<file path="config.mk">
export PLATFORM = sky130hd
export DESIGN_NAME = frog_move_ctrl
export DESIGN_NICKNAME = d
export VERILOG_FILES = /design/src/rtl/frog_move_ctrl.sv
export SDC_FILE = /design/constraint.sdc
export NUM_CORES = 1
export LEC_CHECK = 0
export CAP_MARGIN = 20
export CORE_MARGIN = 2
export CORE_UTILIZATION = 60
export CTS_BUF_LIST = sky130_fd_sc_hd__clkbuf_8
export DETAILED_ROUTE_END_ITERATION = 8
export HOLD_SLACK_MARGIN = 0.06
export PLACE_DENSITY = 0.87
export SYNTH_ARGS = -nofsm -noshare
export SYNTH_HDL_FRONTEND = slang
export SYNTH_SLANG_ARGS = --single-unit
</file>
<file path="constraint.sdc">
create_clock -name clk -period 5.6 [get_ports clk]
set_input_delay 1.12 -clock clk [delete_from_list [all_inputs] [get_ports clk]]
set_output_delay 1.12 -clock clk [all_outputs]
set_load 0.01 [all_outputs]
</file>
<file path="src/rtl/frog_move_ctrl.sv">
// -----------------------------------------------------------------------------
// frog_move_ctrl
// Per-frame movement controller for the frog sprite. Button rising edges are
// captured as a single pending hop request while the frog is idle. The request
// is applied only on frame_tick (vertical blank), so the renderer never sees a
// torn sprite. The block also enforces a hop cooldown, runs a timed respawn
// after a hit, and returns the frog to the start position after it reaches the
// goal row.
//
// Optional build macro: FROG_WRAP_EN
//   defined   - horizontal hops that leave the screen wrap to the far edge and
//               count as a move.
//   undefined - every out-of-range hop is clamped: the position stays put and
//               only the facing direction changes.
// -----------------------------------------------------------------------------
module frog_move_ctrl #(
  parameter int STEP            = 32,
  parameter int SCREEN_W        = 640,
  parameter int SCREEN_H        = 480,
  parameter int START_X         = 304,
  parameter int START_Y         = 448,
  parameter int COOLDOWN_FRAMES = 8,
  parameter int RESPAWN_FRAMES  = 60
) (
  input  logic       clk,
  input  logic       rst_n,
  input  logic       frame_tick,
  input  logic       btn_up,
  input  logic       btn_down,
  input  logic       btn_left,
  input  logic       btn_right,
  input  logic       hit,
  output logic [9:0] frog_x,
  output logic [9:0] frog_y,
  output logic [1:0] direction,
  output logic       frog_visible,
  output logic       goal_pulse,
  output logic       busy
);

  // One counter serves both the cooldown and the respawn timer, so it is
  // sized for the longer of the two.
  localparam int CNT_FRAMES = (COOLDOWN_FRAMES > RESPAWN_FRAMES) ? COOLDOWN_FRAMES : RESPAWN_FRAMES;
  localparam int CNT_W      = (CNT_FRAMES > 2) ? $clog2(CNT_FRAMES) : 1;

  localparam logic [CNT_W-1:0] CNT_ZERO  = {CNT_W{1'b0}};
  localparam logic [CNT_W-1:0] CNT_SAT   = {CNT_W{1'b1}};
  localparam logic [CNT_W-1:0] CNT_ONE   = {{(CNT_W-1){1'b0}}, 1'b1};
  localparam logic [CNT_W-1:0] COOL_LAST = CNT_W'(COOLDOWN_FRAMES - 1);
  localparam logic [CNT_W-1:0] RESP_LAST = CNT_W'(RESPAWN_FRAMES - 1);

  // Target arithmetic is 11 bits wide. A hop off the top or left edge then
  // wraps to a value >= 1024, which fails the upper-bound test. As a result, a
  // single unsigned compare covers both screen edges.
  localparam logic [10:0] STEP_W  = 11'(STEP);
  localparam logic [10:0] MAX_X_W = 11'(SCREEN_W - STEP);
  localparam logic [10:0] MAX_Y_W = 11'(SCREEN_H - STEP);

  localparam logic [9:0] START_X_W = 10'(START_X);
  localparam logic [9:0] START_Y_W = 10'(START_Y);

  // Direction encoding doubles as the sprite bank select.
  localparam logic [1:0] DIR_UP    = 2'd0;
  localparam logic [1:0] DIR_RIGHT = 2'd1;
  localparam logic [1:0] DIR_DOWN  = 2'd2;
  localparam logic [1:0] DIR_LEFT  = 2'd3;

  // FSM states.
  localparam logic [1:0] ST_IDLE     = 2'd0;
  localparam logic [1:0] ST_COOLDOWN = 2'd1;
  localparam logic [1:0] ST_DEAD     = 2'd2;
  localparam logic [1:0] ST_GOAL     = 2'd3;

  // Registered state.
  logic [1:0]       state_r;
  logic [CNT_W-1:0] cnt_r;
  logic             req_valid_r;
  logic [1:0]       req_dir_r;
  logic [9:0]       frog_x_r;
  logic [9:0]       frog_y_r;
  logic [1:0]       dir_r;
  logic             visible_r;
  logic             goal_r;
  logic             busy_r;
  logic             btn_up_q_r;
  logic             btn_down_q_r;
  logic             btn_left_q_r;
  logic             btn_right_q_r;

  // Combinational next-state values.
  logic [1:0]       state_nxt_s;
  logic [CNT_W-1:0] cnt_nxt_s;
  logic             req_valid_nxt_s;
  logic [1:0]       req_dir_nxt_s;
  logic [9:0]       frog_x_nxt_s;
  logic [9:0]       frog_y_nxt_s;
  logic [1:0]       dir_nxt_s;
  logic             visible_nxt_s;
  logic             goal_nxt_s;

  // Button edges and hop target.
  logic             up_edge_s;
  logic             down_edge_s;
  logic             left_edge_s;
  logic             right_edge_s;
  logic             edge_any_s;
  logic [1:0]       edge_dir_s;
  logic [10:0]      x_ext_s;
  logic [10:0]      y_ext_s;
  logic [10:0]      tgt_x_s;
  logic [10:0]      tgt_y_s;
  logic             in_range_s;
  logic             lands_goal_s;

  // Saturating frame counter increment. Saturation keeps a stuck counter from
  // wrapping back to zero and re-triggering a timer.
  function automatic logic [CNT_W-1:0] cnt_inc(input logic [CNT_W-1:0] c);
    logic [CNT_W-1:0] r;
    if (c == CNT_SAT) begin
      r = c;
    end else begin
      r = c + CNT_ONE;
    end
    return r;
  endfunction

  assign up_edge_s    = btn_up    & ~btn_up_q_r;
  assign down_edge_s  = btn_down  & ~btn_down_q_r;
  assign left_edge_s  = btn_left  & ~btn_left_q_r;
  assign right_edge_s = btn_right & ~btn_right_q_r;

  // Encode simultaneous edges with fixed priority: up > down > left > right.
  always_comb begin
    edge_any_s = 1'b1;
    edge_dir_s = DIR_UP;
    if (up_edge_s) begin
      edge_dir_s = DIR_UP;
    end else if (down_edge_s) begin
      edge_dir_s = DIR_DOWN;
    end else if (left_edge_s) begin
      edge_dir_s = DIR_LEFT;
    end else if (right_edge_s) begin
      edge_dir_s = DIR_RIGHT;
    end else begin
      edge_any_s = 1'b0;
    end
  end

  // Compute the hop target for the pending request and check it against the screen bounds.
  always_comb begin
    x_ext_s = {1'b0, frog_x_r};
    y_ext_s = {1'b0, frog_y_r};
    tgt_x_s = x_ext_s;
    tgt_y_s = y_ext_s;
    case (req_dir_r)
      DIR_UP:    tgt_y_s = y_ext_s - STEP_W;
      DIR_RIGHT: tgt_x_s = x_ext_s + STEP_W;
      DIR_DOWN:  tgt_y_s = y_ext_s + STEP_W;
      DIR_LEFT:  tgt_x_s = x_ext_s - STEP_W;
      default: begin
        tgt_x_s = x_ext_s;
        tgt_y_s = y_ext_s;
      end
    endcase
`ifdef FROG_WRAP_EN
    // A horizontal hop that leaves the screen wraps to the opposite edge.
    if ((req_dir_r == DIR_LEFT) && (tgt_x_s > MAX_X_W)) begin
      tgt_x_s = MAX_X_W;
    end else if ((req_dir_r == DIR_RIGHT) && (tgt_x_s > MAX_X_W)) begin
      tgt_x_s = 11'd0;
    end else begin
      tgt_x_s = tgt_x_s;
    end
`else
    tgt_x_s = tgt_x_s;
`endif
    in_range_s   = (tgt_x_s <= MAX_X_W) && (tgt_y_s <= MAX_Y_W);
    lands_goal_s = (tgt_y_s == 11'd0);
  end

  // Main FSM: decide the next position, direction, visibility, timer and request.
  always_comb begin
    state_nxt_s     = state_r;
    cnt_nxt_s       = cnt_r;
    req_valid_nxt_s = req_valid_r;
    req_dir_nxt_s   = req_dir_r;
    frog_x_nxt_s    = frog_x_r;
    frog_y_nxt_s    = frog_y_r;
    dir_nxt_s       = dir_r;
    visible_nxt_s   = visible_r;
    goal_nxt_s      = 1'b0;
    case (state_r)
      ST_IDLE: begin
        if (hit) begin
          // A hit overrides any hop that would be applied in this cycle.
          state_nxt_s     = ST_DEAD;
          visible_nxt_s   = 1'b0;
          cnt_nxt_s       = CNT_ZERO;
          req_valid_nxt_s = 1'b0;
        end else if (frame_tick && req_valid_r) begin
          dir_nxt_s       = req_dir_r;
          req_valid_nxt_s = 1'b0;
          if (in_range_s) begin
            frog_x_nxt_s = tgt_x_s[9:0];
            frog_y_nxt_s = tgt_y_s[9:0];
            cnt_nxt_s    = CNT_ZERO;
            if (lands_goal_s) begin
              goal_nxt_s  = 1'b1;
              state_nxt_s = ST_GOAL;
            end else begin
              state_nxt_s = ST_COOLDOWN;
            end
          end else begin
            // Clamped hop: the frog turns to face the edge but does not move.
            state_nxt_s = ST_IDLE;
          end
        end else if (edge_any_s) begin
          // Last press before the frame wins.
          req_valid_nxt_s = 1'b1;
          req_dir_nxt_s   = edge_dir_s;
        end else begin
          state_nxt_s = ST_IDLE;
        end
      end
      ST_COOLDOWN: begin
        if (hit) begin
          state_nxt_s     = ST_DEAD;
          visible_nxt_s   = 1'b0;
          cnt_nxt_s       = CNT_ZERO;
          req_valid_nxt_s = 1'b0;
        end else if (frame_tick) begin
          if (cnt_r == COOL_LAST) begin
            state_nxt_s = ST_IDLE;
            cnt_nxt_s   = CNT_ZERO;
          end else begin
            cnt_nxt_s = cnt_inc(cnt_r);
          end
        end else begin
          state_nxt_s = ST_COOLDOWN;
        end
      end
      ST_DEAD: begin
        if (frame_tick) begin
          if (cnt_r == RESP_LAST) begin
            state_nxt_s   = ST_IDLE;
            cnt_nxt_s     = CNT_ZERO;
            frog_x_nxt_s  = START_X_W;
            frog_y_nxt_s  = START_Y_W;
            dir_nxt_s     = DIR_UP;
            visible_nxt_s = 1'b1;
          end else begin
            cnt_nxt_s = cnt_inc(cnt_r);
          end
        end else begin
          state_nxt_s = ST_DEAD;
        end
      end
      ST_GOAL: begin
        if (frame_tick) begin
          state_nxt_s  = ST_IDLE;
          frog_x_nxt_s = START_X_W;
          frog_y_nxt_s = START_Y_W;
          dir_nxt_s    = DIR_UP;
        end else begin
          state_nxt_s = ST_GOAL;
        end
      end
      default: begin
        // Unreachable encoding: fall back to a safe, visible respawn.
        state_nxt_s     = ST_IDLE;
        cnt_nxt_s       = CNT_ZERO;
        req_valid_nxt_s = 1'b0;
        frog_x_nxt_s    = START_X_W;
        frog_y_nxt_s    = START_Y_W;
        dir_nxt_s       = DIR_UP;
        visible_nxt_s   = 1'b1;
      end
    endcase
  end

  // Register FSM state, outputs and button history; rst_n restores reset values immediately.
  always_ff @(posedge clk or negedge rst_n) begin
    if (!rst_n) begin
      state_r       <= ST_IDLE;
      cnt_r         <= CNT_ZERO;
      req_valid_r   <= 1'b0;
      req_dir_r     <= DIR_UP;
      frog_x_r      <= START_X_W;
      frog_y_r      <= START_Y_W;
      dir_r         <= DIR_UP;
      visible_r     <= 1'b1;
      goal_r        <= 1'b0;
      busy_r        <= 1'b0;
      btn_up_q_r    <= 1'b0;
      btn_down_q_r  <= 1'b0;
      btn_left_q_r  <= 1'b0;
      btn_right_q_r <= 1'b0;
    end else begin
      state_r       <= state_nxt_s;
      cnt_r         <= cnt_nxt_s;
      req_valid_r   <= req_valid_nxt_s;
      req_dir_r     <= req_dir_nxt_s;
      frog_x_r      <= frog_x_nxt_s;
      frog_y_r      <= frog_y_nxt_s;
      dir_r         <= dir_nxt_s;
      visible_r     <= visible_nxt_s;
      goal_r        <= goal_nxt_s;
      busy_r        <= (state_nxt_s != ST_IDLE);
      btn_up_q_r    <= btn_up;
      btn_down_q_r  <= btn_down;
      btn_left_q_r  <= btn_left;
      btn_right_q_r <= btn_right;
    end
  end

  assign frog_x       = frog_x_r;
  assign frog_y       = frog_y_r;
  assign direction    = dir_r;
  assign frog_visible = visible_r;
  assign goal_pulse   = goal_r;
  assign busy         = busy_r;

endmodule
</file>
* Yosys cells after proc, flatten, opt, wreduce, memory -nomap -nowiden
Cells that the tools add are included.
** Word-level totals
- Register bits :: 40
- Output and inout bits :: 25
- Input port bits :: 8
** Operators by class
- Order comparisons :: 2
- Equal/unequal tests :: 21
- Bitwise logic cells :: 10
- Muxes and demuxes :: 65
- Add/sub/neg operators :: 5
- Reductions and logical operators :: 17
** Operators with widths (count)
- 10-bit 2-to-1 mux :: 12
- 10-bit one-hot mux with 3 select lines :: 2
- 6-bit 2-to-1 mux :: 9
- 11-bit one-hot mux with 2 select lines :: 2
- 2-bit 2-to-1 mux :: 19
- 10-bit by 6-bit adder with 11-bit output, second input constant :: 2
- 10-bit by 6-bit subtractor with 11-bit output, second input constant :: 2
- 6-bit one-hot mux with 3 select lines :: 1
- 1-bit 2-to-1 mux :: 16
- 2-bit != test, second input constant :: 7
- 6-bit equality test, second input constant :: 2
- 11-bit by 10-bit <= comparator with 1-bit output, second input constant :: 1
- 11-bit by 9-bit <= comparator with 1-bit output, second input constant :: 1
- 11-bit logical NOT :: 1
- 3-bit != test, second input constant :: 3
- 2-bit equality test, second input constant :: 4
- 2-bit one-hot mux with 4 select lines :: 1
- 4-bit AND reduction :: 2
- 7-bit AND reduction :: 1
- 6-bit by 1-bit adder with 6-bit output, second input constant :: 1
- 6-bit by 3-bit equality test with 1-bit output, second input constant :: 1
- 1-bit inverter :: 6
- 2-bit one-hot mux with 3 select lines :: 1
- 6-bit AND reduction :: 1
- 12 further kinds :: 22

* Depth between registers and ports, before layout
Gate-level depths: netlist (run 1).
- Word-level depth :: 11
- Depth in mapped cells :: 11
- Gate-level depth less buffers :: 11

* Worst setup path after synthesis (run 1)
No wires, ideal clock.
- Path kind :: input -> register
- Start :: input port frame_tick
- End :: register frog_x_r[6] (netlist: frog_x[6])
- Arrival :: 2.889 ns
- Path buffers :: 2
- Stages :: 9
- Slack :: 2.590 ns
- Cell sequence :: clkbuf_1 -> nand2_1 -> o21ai_0 -> or4b_1 -> buf_2 -> inv_1 -> a41oi_4 -> a21o_1 -> a22o_1
** On the way
- Cells in the longest elaborated chain, start to end :: 3
** RTL lines
- start: declaration :: RTL line 27 : input logic frame_tick,
- 1-bit logical AND :: RTL line 200 : end else if (frame_tick && req_valid_r) begin
- 2-bit != test (no line)
- 7-bit AND reduction (no line) *
- end signal: assignment :: RTL line 303 : frog_x_r <= frog_x_nxt_s;
- end: declaration :: RTL line 79 : logic [9:0] frog_x_r;
Every way passes the cells marked *; elsewhere a longest branch is shown, timed or not.
A chain may end at the register's enable or synchronous reset.

* Worst setup path in the final report (run 1)
- Start :: register req_dir_r[0]
- End :: register cnt_r[1]
** On the way
- Cells in the longest elaborated chain, start to end :: 6
** RTL lines
- start: declaration :: RTL line 78 : logic [1:0] req_dir_r;
- start signal: assignment :: RTL line 302 : req_dir_r <= req_dir_nxt_s;
- 2-bit equality test, or another cell as far along :: RTL line 155 : case (req_dir_r)
- 11-bit one-hot mux with 2 select lines :: RTL line 155
- 11-bit by 10-bit <= comparator with 1-bit output or 11-bit by 9-bit <= comparator with 1-bit output (tied branches) :: RTL line 177 : in_range_s = (tgt_x_s <= MAX_X_W) && (tgt_y_s <= MAX_Y_W);
- 1-bit logical AND * :: RTL line 177
- 3-bit != test (no line) *
- 5-bit AND reduction (no line) *
- end signal: assignment :: RTL line 300 : cnt_r <= cnt_nxt_s;
- end: declaration :: RTL line 76 : logic [CNT_W-1:0] cnt_r;
Marked as above.

==> impl_metrics.csv, run 1 <==
group,metric,value,unit
min_path,whs_path_depth,2,
clock_tree,htree_levels,2,
routing,first_pass_iters,5,
placement,place_hpwl,3.57,mm
timing,final.min_clock_period,3.64,ns
timing,slew_violations,0,
layout,nets,282,
min_path,hold_path_end,"direction[0]",
run,maxCapViolCount,0,
floorplanning,die_h,64.0,um
timing,maxSlewHeadroom,60.8,%
power_and_ir_drop,sw_frac_of_total,45.2,%
setup_path,critPathKind,"flop to flop",
placement,place_congestion,0.950,
yosys,async_flop_share,100,%
clock_tree,cts_resized,0,
layout,drive_gt1_share,10.6,%
setup_path,reg2regPathDepth,10,
placement,io_buffer_count,23,
power_and_ir_drop,combinationalPowerShare,56.9,%
timing,tns,0,ns
layout,fill_cells,236,
power_and_ir_drop,powerDensity,586,nW/um^2
timing,hold_violations,0,
power_and_ir_drop,leakage,1.05,nW
setup_path,crit_path_start,"req_dir_r[0]",
routing,drt_wl_total,4.93,mm
setup_path,endpoint_kind,"flop",
min_path,hold_class,"flop to flop",
setup_path,critPathArrivalTime,3.87,ns
yosys,seq_area_frac_synth,36.3,%
clock_tree,numClockSinks,31,
grt,grt_pass1_wl,8.40,mm
clock_tree,cts_buffers,5,
floorplanning,pin_count,33,
placement,place_area,2390,um^2
setup_path,required,5.83,ns
setup_path,startpoint_type,"flop",
power_and_ir_drop,fin_total_pwr,1.47,mW
setup_path,rr_endpoint,"cnt_r[1]",
routing,num_vias,1927,
yosys,ys.flop_type,"dfrtp_1",
layout,post-route-util,73.9,%
floorplanning,die_w,64.0,um
timing,worst_pin_slew,0.587,ns
floorplanning,initial_core_util,63.7,%
timing,skew,0.0106,ns
yosys,ys_ff_latch,31,
timing,post-route-period-util,65.0,%
run_status,status,"completed",
layout,syn_to_final_growth,16.1,%
layout,mostFrequentLayoutCell,"dfrtp_1",
routing,wire_per_inst,15.9,um
layout,final_cells,309,
clock_tree,postCtsHoldBufs,0,
layout,antenna_cells,0,
yosys,ys_types,54,
setup_path,crit_fanout,16,
power_and_ir_drop,max-vdd-ir-drop,0.000340,V
routing,drc,0,
clock_tree,cts.reportedPaths.clkPinSlew,0.07,ns
routing,postRouteAntennaNets,0,
floorplanning,dieArea,4090,um^2
yosys,syn-cell-area,2160,um^2
yosys,synth_top_area_share,27.8,%
power_and_ir_drop,p_int,805,uW
clock_tree,clockBufferDepth,2,
layout,final_area,2510,um^2
yosys,synth-edff-count,0,
timing,max_freq,275,MHz
clock_tree,cts_tree,"done",
yosys,synth.largest_area_cell,"dfrtp_1",
timing,rsz0062_at_grt,"no",
routing,drt_iter0_drc,200,
yosys,synth_cells,238,
grt,track_usage,26.3,%
power_and_ir_drop,pwr-share-seq,27.5,%
placement,post-place-cells,301,
min_path,min_from,"direction[0]",
grt,grt_pass1_vias,1753,
yosys,synthTopCellsByArea,"dfrtp_1, dfstp_2, ha_1",
floorplanning,core_area,3390,um^2
layout,final_cell_mix,"dfrtp_1, nand2_1, clkdlybuf4s50_1",
setup_path,worstReg2RegStart,"req_dir_r[0]",
clock_tree,cts-root-buf,"clkbuf_8",
grt,antenna_found_initial,0,
power_and_ir_drop,clkPwrFrac,15.6,%
timing,setup_viol,0,
power_and_ir_drop,switchingPower,664,uW
grt,overflow,0,
floorplanning,fp-row-count,21,
yosys,avgSynthCellArea,9.07,um^2
clock_tree,clock_latency,0.29,ns
yosys,ys_warn_count,0,
clock_tree,post_cts_buffers,0,
routing,via_per_inst,6.24,
grt,grt_max_degree,32,
setup_path,rrSetupSlack,1.96,ns
==> per-stage QoR <==
step           hold slack [ns]  worst slack, ns
6_report                 0.502             1.96
4_1_cts                  0.507             1.99
2_1_floorplan            0.511             2.59
5_1_grt                  0.535             1.62
3_5_place_dp             0.489             1.93
3_3_place_gp             0.478             2.01
==> per-layer routing <==
layer	GRT usage (%)	routed length [um]
met3	4.23	301
met1	35.4	2170
met2	42.7	2370
met5	0	0
met4	9.78	87
==> layout make-up <==
type | instances | area [um^2] | area share [%]
clock inverter | 2 | 35.0 | 1.40
clock buffer | 6 | 82.6 | 3.30
tap | 46 | 57.6 | 2.30
sequential | 31 | 785 | 31.3
inverter | 15 | 56.3 | 2.25
timing repair buffer | 24 | 238 | 9.49
multi-input combinational | 185 | 1250 | 50.0
==> cell families (layout without fill, tap and decap cells) <==
group / count (synthesis) / after routing / synth area share [%]
buf+inv: 30 / 47 / 7.01
mux: 5 / 5 / 2.67
compound gates: 72 / 72 / 24.1
simple gates: 80 / 80 / 19.6
other cells: 1 / 9 / 0.174
fa+ha+maj: 12 / 12 / 7.30
flops: 31 / 31 / 36.3
xor+xnor: 7 / 7 / 2.84
==> synth_stat cells (2+ instances only) <==
cell type	n
nor3_1	4
clkbuf_1	4
dfstp_2	7
o31ai_1	7
and3_1	2
a21o_1	3
mux2_2	2
o22ai_1	2
nand3_1	6
a31oi_1	6
o2bb2ai_1	3
and2_1	3
ha_1	11
a2bb2oi_1	3
buf_4	10
or4b_1	3
nor4_1	3
o21ai_0	13
a21oi_2	2
a41o_1	2
or3_1	4
nand3b_1	3
nor2b_1	7
xor2_1	2
mux2i_1	2
dfrtp_1	24
a32o_1	2
nor2_1	12
inv_1	15
a21oi_1	15
o21a_1	4
nand4_1	2
nand2_1	23
xnor2_1	5
nand2b_1	3
==> registers in the layout, summed over array words and instances, names as in the netlist, 2 cells and up <==
signal / cells
cnt_r: 6
frog_x: 6
frog_y: 5
direction: 2
req_dir_r: 2
state_r: 2
==> critical path, stage by stage (launching register included) <==
cell,delay (ns)
dfrtp_1,0.64
inv_1,0.29
nand2_1,0.26
inv_1,0.10
fa_1,0.40
xor2_1,0.27
nor4_1,0.09
a2111oi_2,0.63
nand4_1,0.31
a21oi_2,0.37
a32o_1,0.21
==> worst max-delay path by stage <==
stage,endpoint,slack [ns],depth (start not counted)
2_1_floorplan,frog_x[6],2.59,9
5_1_grt,cnt_r[1],1.62,10
4_1_cts,cnt_r[1],1.99,10
6_report,cnt_r[1],1.96,10
3_3_place_gp,frog_y[7],2.01,8
3_5_place_dp,frog_y[7],1.93,8
==> power groups by stage <==
stage / clock network [mW] / logic, mW / registers, mW
3_3_place_gp: 0 / 0.804 / 0.401
5_1_grt: 0.242 / 0.921 / 0.416
2_1_floorplan: 0 / 0.610 / 0.387
4_1_cts: 0.231 / 0.827 / 0.403
3_5_place_dp: 0 / 0.821 / 0.405
6_report: 0.229 / 0.836 / 0.405
Power figures use the tool's default switching activity.
==> inputs of run 2 (changes only) <==
CORE_UTILIZATION = 51   (was 60)
PLACE_DENSITY = 0.79   (was 0.87)
clock period = 3.1 ns   (was 5.6 ns; I/O delays follow)
==> run 2 against run 1 <==
Compared with the run above:
- combinational power increased by 95%
- sequential share of layout area shrank 0.36 points
- highest routed layer unchanged
- maximum frequency grew 29%
- largest cell class unchanged
- global-route usage shrank 5.0 points
- sequential power rose by 71%
- routed wire length is 1.9% lower
- clock skew is 0.0028 ns lower
- hold slack better by 0.0038 ns
==> impl_metrics.csv, run 2 (same netlist as run 1, synthesis figures left out) <==
group,metric,value,unit
run_status,status,"completed",
power_and_ir_drop,sw_frac_of_total,45.9,%
min_path,hold_class,"flop to flop",
timing,final.min_clock_period,2.83,ns
layout,antenna_cells,0,
layout,final_cell_mix,"dfrtp_1, nand2_1, clkdlybuf4s50_1",
timing,skew,0.00779,ns
timing,hold_violations,0,
layout,syn_to_final_growth,17.4,%
routing,wire_per_inst,15.1,um
routing,postRouteAntennaNets,0,
power_and_ir_drop,switchingPower,1.20,mW
timing,slew_violations,0,
grt,antenna_found_initial,0,
setup_path,worstPathCellList,"inv_1 -> nand2_1 -> inv_1 -> fa_1 -> xor2_1 -> nor4_1 -> a2111oi_2 -> buf_4 -> nand4_1 -> a21oi_4 -> a32o_1",
setup_path,crit_family,"compound AO/OA/AOI/OAI gates",
clock_tree,clockBufferDepth,2,
timing,setup_viol,0,
setup_path,critPathKind,"flop to flop",
floorplanning,die_w,69.1,um
layout,mostFrequentLayoutCell,"dfrtp_1",
setup_path,cpMaxStageDelayCell,"fa_1",
placement,place_congestion,0.973,
min_path,min_from,"direction[0]",
run,maxCapViolCount,0,
layout,nets,289,
clock_tree,cts_buffers,5,
setup_path,endpoint_kind,"flop",
routing,drc,0,
power_and_ir_drop,powerDensity,1030,nW/um^2
setup_path,startpoint_type,"flop",
setup_path,path_buf_inv,3,
floorplanning,core_area,4030,um^2
setup_path,rr_endpoint,"cnt_r[1]",
floorplanning,fp-row-count,23,
power_and_ir_drop,clkPwrFrac,11.1,%
power_and_ir_drop,p_int,1.41,mW
clock_tree,postCtsHoldBufs,0,
power_and_ir_drop,max-vdd-ir-drop,0.000528,V
grt,grt_max_degree,32,
setup_path,rrSetupSlack,0.27,ns
grt,track_usage,21.3,%
floorplanning,die_h,69.1,um
setup_path,critPathArrivalTime,3.04,ns
layout,drive_gt1_share,12.2,%
power_and_ir_drop,pwr-share-seq,26.5,%
floorplanning,initial_core_util,53.6,%
timing,max_freq,354,MHz
clock_tree,cts-root-buf,"clkbuf_8",
power_and_ir_drop,combinationalPowerShare,62.4,%
setup_path,crit_fanout,6,
routing,via_per_inst,5.96,
clock_tree,cts_tree,"done",
grt,grt_pass1_wl,8.38,mm
routing,drt_iter0_drc,149,
setup_path,reg2regPathDepth,11,
routing,first_pass_iters,5,
setup_path,required,3.31,ns
clock_tree,cts.reportedPaths.clkPinSlew,0.07,ns
floorplanning,dieArea,4770,um^2
timing,worst_pin_slew,0.548,ns
clock_tree,clock_latency,0.28,ns
grt,grt_pass1_vias,1786,
routing,num_vias,1907,
routing,drt_wl_total,4.83,mm
min_path,hold_path_end,"direction[0]",
layout,post-route-util,62.9,%
placement,io_buffer_count,23,
timing,tns,0,ns
min_path,whs_path_depth,2,
power_and_ir_drop,leakage,1.08,nW
setup_path,worstReg2RegStart,"req_dir_r[0]",
clock_tree,numClockSinks,31,
timing,rsz0062_at_grt,"no",
clock_tree,htree_levels,2,
setup_path,slowest_delay,0.41,ns
grt,overflow,0,
timing,maxSlewHeadroom,63.5,%
timing,post-route-period-util,91.1,%
placement,place_hpwl,3.63,mm
setup_path,cp_common_cell,"inv_1",
floorplanning,pin_count,33,
[run 2: worst reg2reg max path, cell delays in order, from the launching register on]
cell and delay (ns):
dfrtp_1 0.34, inv_1 0.06, nand2_1 0.18, inv_1 0.10, fa_1 0.41, xor2_1 0.27, nor4_1 0.10, a2111oi_2 0.37
buf_4 0.20, nand4_1 0.23, a21oi_4 0.30, a32o_1 0.20
[run 2: final cells by class]
| class | count | area [um^2] |
|---|---|---|
| Tap cell | 50 | 62.6 |
| Clock inverter | 3 | 12.5 |
| Clock buffer | 5 | 68.8 |
| Fill cell | 338 | 1490 |
| Timing Repair Buffer | 31 | 290 |
| Sequential cell | 31 | 785 |
| Inverter | 15 | 56.3 |
| Multi-Input combinational cell | 185 | 1260 |
[run 2: metal layers]
metal	vias to the layer above	track usage [%]	share of wire [%]
met2	69	32.3	48
met3	6	3.95	6.0
met1	912	31.2	45
met4	0	6.10	1.3
met5	-	0	0
li1	920	-	-
[run 2: how the worst max path moves through the flow]
| stage | start | end | slack, ns | cells after the start |
|---|---|---|---|---|
| 3_3_place_gp | frame_tick | frog_y[7] | 0.28 | 8 |
| 2_1_floorplan | req_dir_r[1] | frog_x[6] | 0.24 | 10 |
| 5_1_grt | req_dir_r[0] | frog_y[6] | 0.02 | 11 |
| 3_5_place_dp | frame_tick | frog_y[7] | 0.26 | 8 |
| 6_report | req_dir_r[0] | cnt_r[1] | 0.27 | 11 |
| 4_1_cts | req_dir_r[0] | cnt_r[1] | 0.24 | 11 |
[run 2: what timing repair did]
item                       4_1_cts  5_1_grt
gates resized for setup          0        1
setup buffers                    0        0
setup endpoints to repair        0        1
[run 2: stage by stage]
step	std cells	cell area (um^2)	total power, mW	hold slack, ns	setup WS (ns)
after global routing	320	2530	2.83	0.538	0.0231
after CTS	320	2530	2.60	0.513	0.244
after global placement	312	2450	2.26	0.495	0.279
after floorplan	246	2190	1.80	0.324	0.238
final	320	2530	2.61	0.506	0.275
after detailed placement	312	2450	2.29	0.499	0.257
[run 2: power groups by stage]
stage | clock network, mW | registers, mW | logic (mW)
6_report | 0.290 | 0.693 | 1.63
5_1_grt | 0.316 | 0.718 | 1.79
4_1_cts | 0.299 | 0.692 | 1.61
3_5_place_dp | 0 | 0.697 | 1.59
3_3_place_gp | 0 | 0.692 | 1.57
2_1_floorplan | 0 | 0.699 | 1.10
